### src/rtl/funct_generator_amp_scaler.sv
// Scales offset-binary waveform samples about midscale by a Q4.4 amplitude latched at period starts.
// Define FG_AMP_CLIP_CNT_EN to add the saturating clip_count output.
module funct_generator_amp_scaler #(
  parameter int                   DATA_WIDTH = 8,
  parameter int                   AMP_WIDTH  = 8,
  parameter int                   AMP_FRAC   = 4,
  parameter logic [AMP_WIDTH-1:0] AMP_RESET  = 8'h10
) (
  input  logic                  clk,
  input  logic                  rst,
  input  logic                  clrh,
  input  logic                  enh,
  input  logic [AMP_WIDTH-1:0]  amp,
  input  logic [DATA_WIDTH-1:0] in_sample,
  input  logic                  in_sof,
  input  logic                  in_valid,
  output logic                  in_ready,
  output logic [DATA_WIDTH-1:0] out_sample,
  output logic                  out_sof,
  output logic                  out_valid,
  input  logic                  out_ready,
  output logic                  out_clip
`ifdef FG_AMP_CLIP_CNT_EN
  ,
  output logic [15:0]           clip_count
`endif
);

  localparam int STAGES = 2;
  localparam int PROD_W = DATA_WIDTH + AMP_WIDTH + 1;
  localparam logic signed [PROD_W-1:0] RES_MID = PROD_W'(1 << (DATA_WIDTH - 1));
  localparam logic signed [PROD_W-1:0] RES_MAX = PROD_W'((1 << DATA_WIDTH) - 1);
  localparam logic [DATA_WIDTH-1:0]    MID     = DATA_WIDTH'(1 << (DATA_WIDTH - 1));

  logic                     adv;
  logic [STAGES:1]          vld_pipe_q;
  logic [AMP_WIDTH-1:0]     shadow_q;
  logic signed [PROD_W-1:0] s1_prod_q;
  logic                     s1_sof_q;
  logic [DATA_WIDTH-1:0]    out_sample_q;
  logic                     out_sof_q;
  logic                     out_clip_q;

  // clrh suppresses acceptance so a sample offered during the clear is not lost silently
  assign adv      = enh & ~clrh & (~vld_pipe_q[STAGES] | out_ready);
  assign in_ready = adv;

  // Stage 1: signed excursion times the effective gain
  logic signed [DATA_WIDTH:0]  diff;
  logic [AMP_WIDTH-1:0]        gain;
  logic signed [PROD_W-1:0]    prod_d;

  assign diff   = $signed({1'b0, in_sample}) - $signed({1'b0, MID});
  assign gain   = in_sof ? amp : shadow_q;
  assign prod_d = PROD_W'(diff) * PROD_W'($signed({1'b0, gain}));

  // Stage 2: drop the fraction (floor) and saturate back to the sample range
  logic signed [PROD_W-1:0] res;
  logic [DATA_WIDTH-1:0]    sat_d;
  logic                     clip_d;

  assign res = (s1_prod_q >>> AMP_FRAC) + RES_MID;

  always_comb begin
    sat_d  = res[DATA_WIDTH-1:0];
    clip_d = 1'b0;
    if (res[PROD_W-1]) begin
      sat_d  = '0;
      clip_d = 1'b1;
    end else if (res > RES_MAX) begin
      sat_d  = '1;
      clip_d = 1'b1;
    end
  end

  always_ff @(posedge clk or negedge rst) begin
    if (!rst) begin
      vld_pipe_q   <= '0;
      shadow_q     <= AMP_RESET;
      s1_prod_q    <= '0;
      s1_sof_q     <= 1'b0;
      out_sample_q <= MID;
      out_sof_q    <= 1'b0;
      out_clip_q   <= 1'b0;
    end else if (clrh) begin
      vld_pipe_q   <= '0;
      shadow_q     <= AMP_RESET;
      s1_prod_q    <= '0;
      s1_sof_q     <= 1'b0;
      out_sample_q <= MID;
      out_sof_q    <= 1'b0;
      out_clip_q   <= 1'b0;
    end else if (adv) begin
      vld_pipe_q <= {vld_pipe_q[STAGES-1:1], in_valid};
      if (in_valid) begin
        s1_prod_q <= prod_d;
        s1_sof_q  <= in_sof;
        if (in_sof) shadow_q <= amp;
      end
      // bubbles leave the output data and clip flag untouched
      if (vld_pipe_q[1]) begin
        out_sample_q <= sat_d;
        out_sof_q    <= s1_sof_q;
        out_clip_q   <= clip_d;
      end
    end
  end

  assign out_valid  = vld_pipe_q[STAGES];
  assign out_sample = out_sample_q;
  assign out_sof    = out_sof_q;
  assign out_clip   = out_clip_q;

`ifdef FG_AMP_CLIP_CNT_EN
  logic [15:0] clip_cnt_q;

  // counted on the transfer itself, so a sample frozen by enh=0 is counted once
  always_ff @(posedge clk or negedge rst) begin
    if (!rst) begin
      clip_cnt_q <= '0;
    end else if (clrh) begin
      clip_cnt_q <= '0;
    end else if (adv && vld_pipe_q[STAGES] && out_clip_q && clip_cnt_q != 16'hFFFF) begin
      clip_cnt_q <= clip_cnt_q + 16'd1;
    end
  end

  assign clip_count = clip_cnt_q;
`endif

endmodule
### config.mk
export PLATFORM = sky130hd
export DESIGN_NAME = funct_generator_amp_scaler
export DESIGN_NICKNAME = d
export VERILOG_FILES = /design/src/rtl/funct_generator_amp_scaler.sv
export SDC_FILE = /design/constraint.sdc
export NUM_CORES = 1
export LEC_CHECK = 0
export BUFFER_PORTS_ARGS = -buffer_cell sky130_fd_sc_hd__buf_4
export CAP_MARGIN = 15
export CORE_ASPECT_RATIO = 1.75
export CORE_MARGIN = 1.5
export CORE_UTILIZATION = 40
export DETAILED_ROUTE_END_ITERATION = 8
export PLACE_DENSITY = 0.69
export REMOVE_ABC_BUFFERS = 1
export SLEW_MARGIN = 10
export SYNTH_ARGS = -nofsm -noshare
export SYNTH_HDL_FRONTEND = slang
export SYNTH_SLANG_ARGS = --single-unit
### constraint.sdc
create_clock -name clk -period 10.8 [get_ports clk]
set_input_delay 2.16 -clock clk [delete_from_list [all_inputs] [get_ports clk]]
set_output_delay 2.16 -clock clk [all_outputs]
set_load 0.005 [all_outputs]
Word-level counts from Yosys, hierarchy flattened. Index checks and enable logic that the tools add are counted.

RAM bits: 0. Word-level logic and storage cells: 46. Bits of input ports: 23. Output and inout bits: 12. Register bits: 38. Bits in read-only memories: 0. Memories kept: 0. Latch bits: 0.

Equality and inequality tests: 0. Shift-type cells: 0. Div/mod/pow operators: 0. Reductions and logical operators: 5. Add/subtract/negate cells: 2. Multiplexer cells: 25. Multipliers: 1. Magnitude comparators: 1. Bitwise operators: 5.

Operators with widths (number): $mux 8 (9); $mux 17 (3); $mul 9x9->17 (1); $add 13x9->14 const B (1); $gt 14x9->1 const B (1); $mux 1 (11); $sub 8x8->9 const B (1); $reduce_bool 2->1 (3); $mux 2 (2); $reduce_and 2->1 (2); $and 1x1->1 (2); $not 1->1 (2); $or 1x1->1 (1).

Logic depth before layout (Yosys ltp).
Depth in word-level cells: 7. Gate-level depth with buffers: 18. Gate-level depth less buffers: 17.

Worst setup path before layout. Ideal clock, no wire load.

Path kind: input-to-reg. From: input port in_sof. To: register s1_prod_q[16]. Data arrival time: 6.886 ns. Path slack: 3.845 ns. Data required time: 10.731 ns. Cell stages on the path: 17. Buffers on the path: 1. Library setup time: 0.069 ns. Path through: buf_2 -> mux2_2 -> nor2b_1 -> fa_1 -> inv_1 -> fa_1 -> inv_1 -> fa_1 -> inv_1 -> fa_1 -> inv_1 -> ha_1 -> a21o_1 -> or3_1 -> o211a_1 -> or4_1 -> nand3_1.

Longest elaborated chain between the ends: 5.

RTL lines: start: declaration (line 15) `input logic in_sof,`; $mux 8; $mul 9x9->17 (line 55) `assign prod_d = PROD_W'(diff) * PROD_W'($signed({1'b0, gain}));`; $mux 17 (line 95) `if (in_valid) begin`; $mux 17 (line 93) `end else if (adv) begin`; $mux 17 (line 85) `end else if (clrh) begin`; end signal: assignment (line 96) `s1_prod_q <= prod_d;`; end: declaration (line 38) `logic signed [PROD_W-1:0] s1_prod_q;`.

Every way passes these cells. The select of a mux whose other input is x is not followed. A chain may end at the register's enable or synchronous reset.

Worst setup path after layout. Ends and elaborated chain as after synthesis.

==> reports/summary.log <==
qor: status.status finished clean
qor: cts.cts-hold-fix-buffers 0
qor: place.place.gp.congestion 0.8285
qor: timing.post-route-period-util 0.6434
qor: power.combinational_cell_fraction_of_total_power 0.586
qor: yosys.synth-edff-count 0
qor: timing.worst_clock_skew 0.006168 ns
qor: cts.cts_resized 0
qor: yosys.syn-instance-count 428
qor: timing.timing.fmax 143.9 MHz
qor: critical_path.rrSetupSlack 5.61 ns
qor: yosys.most_used_dff_post_synth sky130_fd_sc_hd__dfrtp_1
qor: global_route.maximum_number_of_pins_on_one_net_before_global_route_repair 35
qor: critical_path.cp-start-kind primary input
qor: worst_hold_path.worstHoldStart s1_prod_q[9]
qor: cells_and_area.layout.nets 572
qor: cells_and_area.filler_cell_count 979
qor: power.power.net_switching 332.7 uW
qor: critical_path.worst_r2r_path_depth 17
qor: yosys.synth_common_cells sky130_fd_sc_hd__inv_1, sky130_fd_sc_hd__fa_1, sky130_fd_sc_hd__nor2b_1, sky130_fd_sc_hd__nand2_1
qor: run.drv.max_cap_violation_count 0
qor: timing.unrepaired_setup_endpoints_after_global_routing no
qor: route.drt_pre_antenna_iters 4
qor: place.detailedPlacementHpwl 7.480 mm
qor: route.remaining_drc_errors 0
qor: critical_path.critical_path_required 11.01 ns
qor: yosys.yosys.cell_count.top_type sky130_fd_sc_hd__inv_1
qor: floorplanning.core.rowCount 48
qor: critical_path.arrival_time_of_the_worst_setup_path 7.16 ns
qor: cts.clk_pin_slew_worst_paths 0.05 ns
qor: cts.clockBufferDepth 2
qor: yosys.flip_flop_and_latch_count_after_synthesis 34
qor: route.antenna_violating_nets_post_route 0
qor: worst_hold_path.whs_endpoint s1_prod_q[9]
qor: timing.setup_viol 0
qor: floorplanning.die_w 78.93 um
qor: global_route.grt_use_met1 0.1915
qor: place.placement.io_buffers 34
qor: cts.clk_root_buffer_cell sky130_fd_sc_hd__clkbuf_16
qor: global_route.gr-usage-met2 0.3568
qor: power.power_density 170.8 mW/mm^2
qor: global_route.met3_usage 0.008725
qor: timing.finalHoldViolCount 0
qor: timing.max_transition_margin 0.4514
qor: global_route.grtUsageTotal 0.1803
qor: yosys.yosys_warnings 0
qor: power.power.share.switching 0.4242
qor: critical_path.worst_flop_to_flop_path_startpoint shadow_q[0]
qor: global_route.global_route_wire_length_before_repair 15.08 mm
qor: critical_path.worstPathMaxFanout 10
qor: cts.number_of_buffers_inserted_to_repair_setup_after_cts 0
qor: yosys.synth.top_cells.by_area sky130_fd_sc_hd__fa_1, sky130_fd_sc_hd__dfrtp_1, sky130_fd_sc_hd__ha_1
qor: yosys.synthesis.area 0.004035 mm^2
qor: route.drt-total-wl 8.898 mm
qor: yosys.post_synth_num_cell_types 52
qor: timing.worstMarginPinSlew 0.8000 ns
qor: route.via_per_inst 5.115
qor: global_route.grt_antenna_before_repair 0
qor: cells_and_area.synthToLayoutAreaGrowth 13.80%
qor: floorplanning.floorplan.initialDensity 0.4097
qor: cts.htree_levels 2
qor: timing.period_minus_slack 6.948 ns
qor: power.p_leak 0.002359 uW
qor: global_route.grt_overflow_total 0
qor: floorplanning.num_io_pins 35
qor: power.power.sequential.fraction 0.209
qor: power.internal-power 451.6 uW
qor: critical_path.crit_path_category in -> reg
qor: floorplanning.fp.coreArea 0.009849 mm^2
qor: timing.minimum_setup_slack_in_the_final_design 3.852 ns
qor: timing.whs 0.4798 ns
qor: floorplanning.dieHeight 135.9 um
qor: power.vdd_drop_max 0.0001408 V
qor: floorplanning.design.die.area 0.01072 mm^2
qor: cells_and_area.layout-drive-gt1-share 0.1142
qor: cts.clock_insertion_delay_worst_skew 0.28 ns
qor: route.routedWlPerCell 15.11 um
qor: cts.numCtsBuffers 5
qor: global_route.grt-busiest-layer met2
qor: worst_hold_path.whs_path_depth 2
qor: worst_hold_path.min-delay-path-class reg -> reg
qor: timing.maxSlewViolCount 0
qor: yosys.synth_sequential_area_ratio 0.2115
qor: route.drt_first_iter_violations 109
qor: power.power.share.clock 0.205
qor: cts.clock-sinks 34
qor: route.vias 3013
qor: timing.fin_tns_setup 0 ns
qor: global_route.vias_in_the_first_global_route 3251
qor: cts.cts_tree yes
qor: yosys.syn-mean-instance-area 9.428 um^2
qor: critical_path.critical_path.endpoint_type register
qor: critical_path.critical_path.reg2reg.endpoint s1_prod_q[16]
qor: cells_and_area.final_antenna_diode_count 0
qor: place.pre_cts_ws 3.548 ns
qor: yosys.asyncSetResetFlopFracSynth 1.000
qor: yosys.synth_top_cell_area_share 0.2679
qor: yosys.area_leader_netlist sky130_fd_sc_hd__fa_1
==> worst max-delay path by stage <==
stage,from,to,slack (ns),depth (start not counted)
6_report,in_sof,s1_prod_q[16],3.85,17
5_1_grt,in_sof,s1_prod_q[16],3.57,18
4_1_cts,in_sof,s1_prod_q[16],3.84,17
3_5_place_dp,in_sof,s1_prod_q[16],3.55,17
3_3_place_gp,in_sof,s1_prod_q[16],3.70,17
2_1_floorplan,in_sof,s1_prod_q[16],4.10,16
==> power by group through the flow <==
stage,Clock [uW],Combinational (uW),Sequential [uW]
final,161,460,164
after global routing,167,531,166
after CTS,162,462,164
after detailed placement,0,458,166
after global placement,0,443,164
after floorplan,0,351,161
==> routing by layer <==
layer,wire length [um],part of all wire,vias to the layer above
met2,5084,0.57,69
li1,-,-,1437
met3,246,0.028,15
met4,240,0.027,0
met1,3327,0.37,1492
met5,0,0,-
==> worst max-delay path: stages <==
cell	delay, ns
sky130_fd_sc_hd__buf_4	0.18
sky130_fd_sc_hd__mux2_2	0.43
sky130_fd_sc_hd__nor2b_1	0.17
sky130_fd_sc_hd__fa_1	0.63
sky130_fd_sc_hd__inv_1	0.18
sky130_fd_sc_hd__fa_1	0.56
sky130_fd_sc_hd__inv_1	0.05
sky130_fd_sc_hd__fa_1	0.47
sky130_fd_sc_hd__inv_1	0.06
sky130_fd_sc_hd__fa_1	0.53
sky130_fd_sc_hd__inv_1	0.04
sky130_fd_sc_hd__ha_1	0.35
sky130_fd_sc_hd__a21o_1	0.20
sky130_fd_sc_hd__or3_1	0.34
sky130_fd_sc_hd__o211a_1	0.23
sky130_fd_sc_hd__or4_1	0.47
sky130_fd_sc_hd__nand3_1	0.08
==> cells by family (layout without fill, tap and decap cells) <==
group                      Yosys count  in the layout  share of synthesized area
AOI/OAI and AO/OA                   71             71                     0.1262
adders and majority gates           86             86                     0.3671
DFF                                 34             34                     0.2115
muxes                               11             11                    0.02822
buffers and inverters              105            141                    0.09798
xor gates and xnor gates            13             13                    0.02822
and+or+nand+nor                    108            108                     0.1408
==> state kept, by name, summed over array words and instances (netlist names) <==
signal and count:
s1_sof_q 1, out_sof 1, out_clip 1, s1_prod_q 13
shadow_q 8, vld_pipe_q 2, out_sample 8
==> cells in the final DEF (no fill, tap or decap), types with 7 or more instances in the layout <==
cell type,instances
sky130_fd_sc_hd__inv_1,98
sky130_fd_sc_hd__fa_1,54
sky130_fd_sc_hd__buf_4,35
sky130_fd_sc_hd__nor2b_1,34
sky130_fd_sc_hd__nand2_1,33
sky130_fd_sc_hd__ha_1,32
sky130_fd_sc_hd__dfrtp_1,32
sky130_fd_sc_hd__o21ai_0,16
sky130_fd_sc_hd__nor2_1,11
sky130_fd_sc_hd__a21oi_1,11
sky130_fd_sc_hd__a22o_1,9
sky130_fd_sc_hd__xnor2_1,9
sky130_fd_sc_hd__mux2i_1,8
sky130_fd_sc_hd__nand2b_1,7
sky130_fd_sc_hd__a221o_1,7
==> final cells by class <==
cell class / instances / area [um^2] / area share
repair buffers: 35 / 262.8 / 0.05722
clock buffers: 5 / 125.1 / 0.02725
flip-flops and latches: 34 / 853.3 / 0.1858
well taps: 125 / 156.4 / 0.03406
inverters: 98 / 367.9 / 0.08011
multi-input cells: 289 / 2786 / 0.6068
clock inverters: 3 / 40.04 / 0.008719
==> through the flow <==
step	cells	util	cell area [um^2]	power [uW]
after floorplan	421	-	4008	512.4
after global placement	581	0.4494	4427	607.3
after detailed placement	581	0.4494	4427	624.1
after CTS	589	0.4662	4592	788.4
after global routing	589	0.4662	4592	864.1
final	589	0.4662	4592	784.3
No activity file was read; power rests on OpenSTA's default activity.
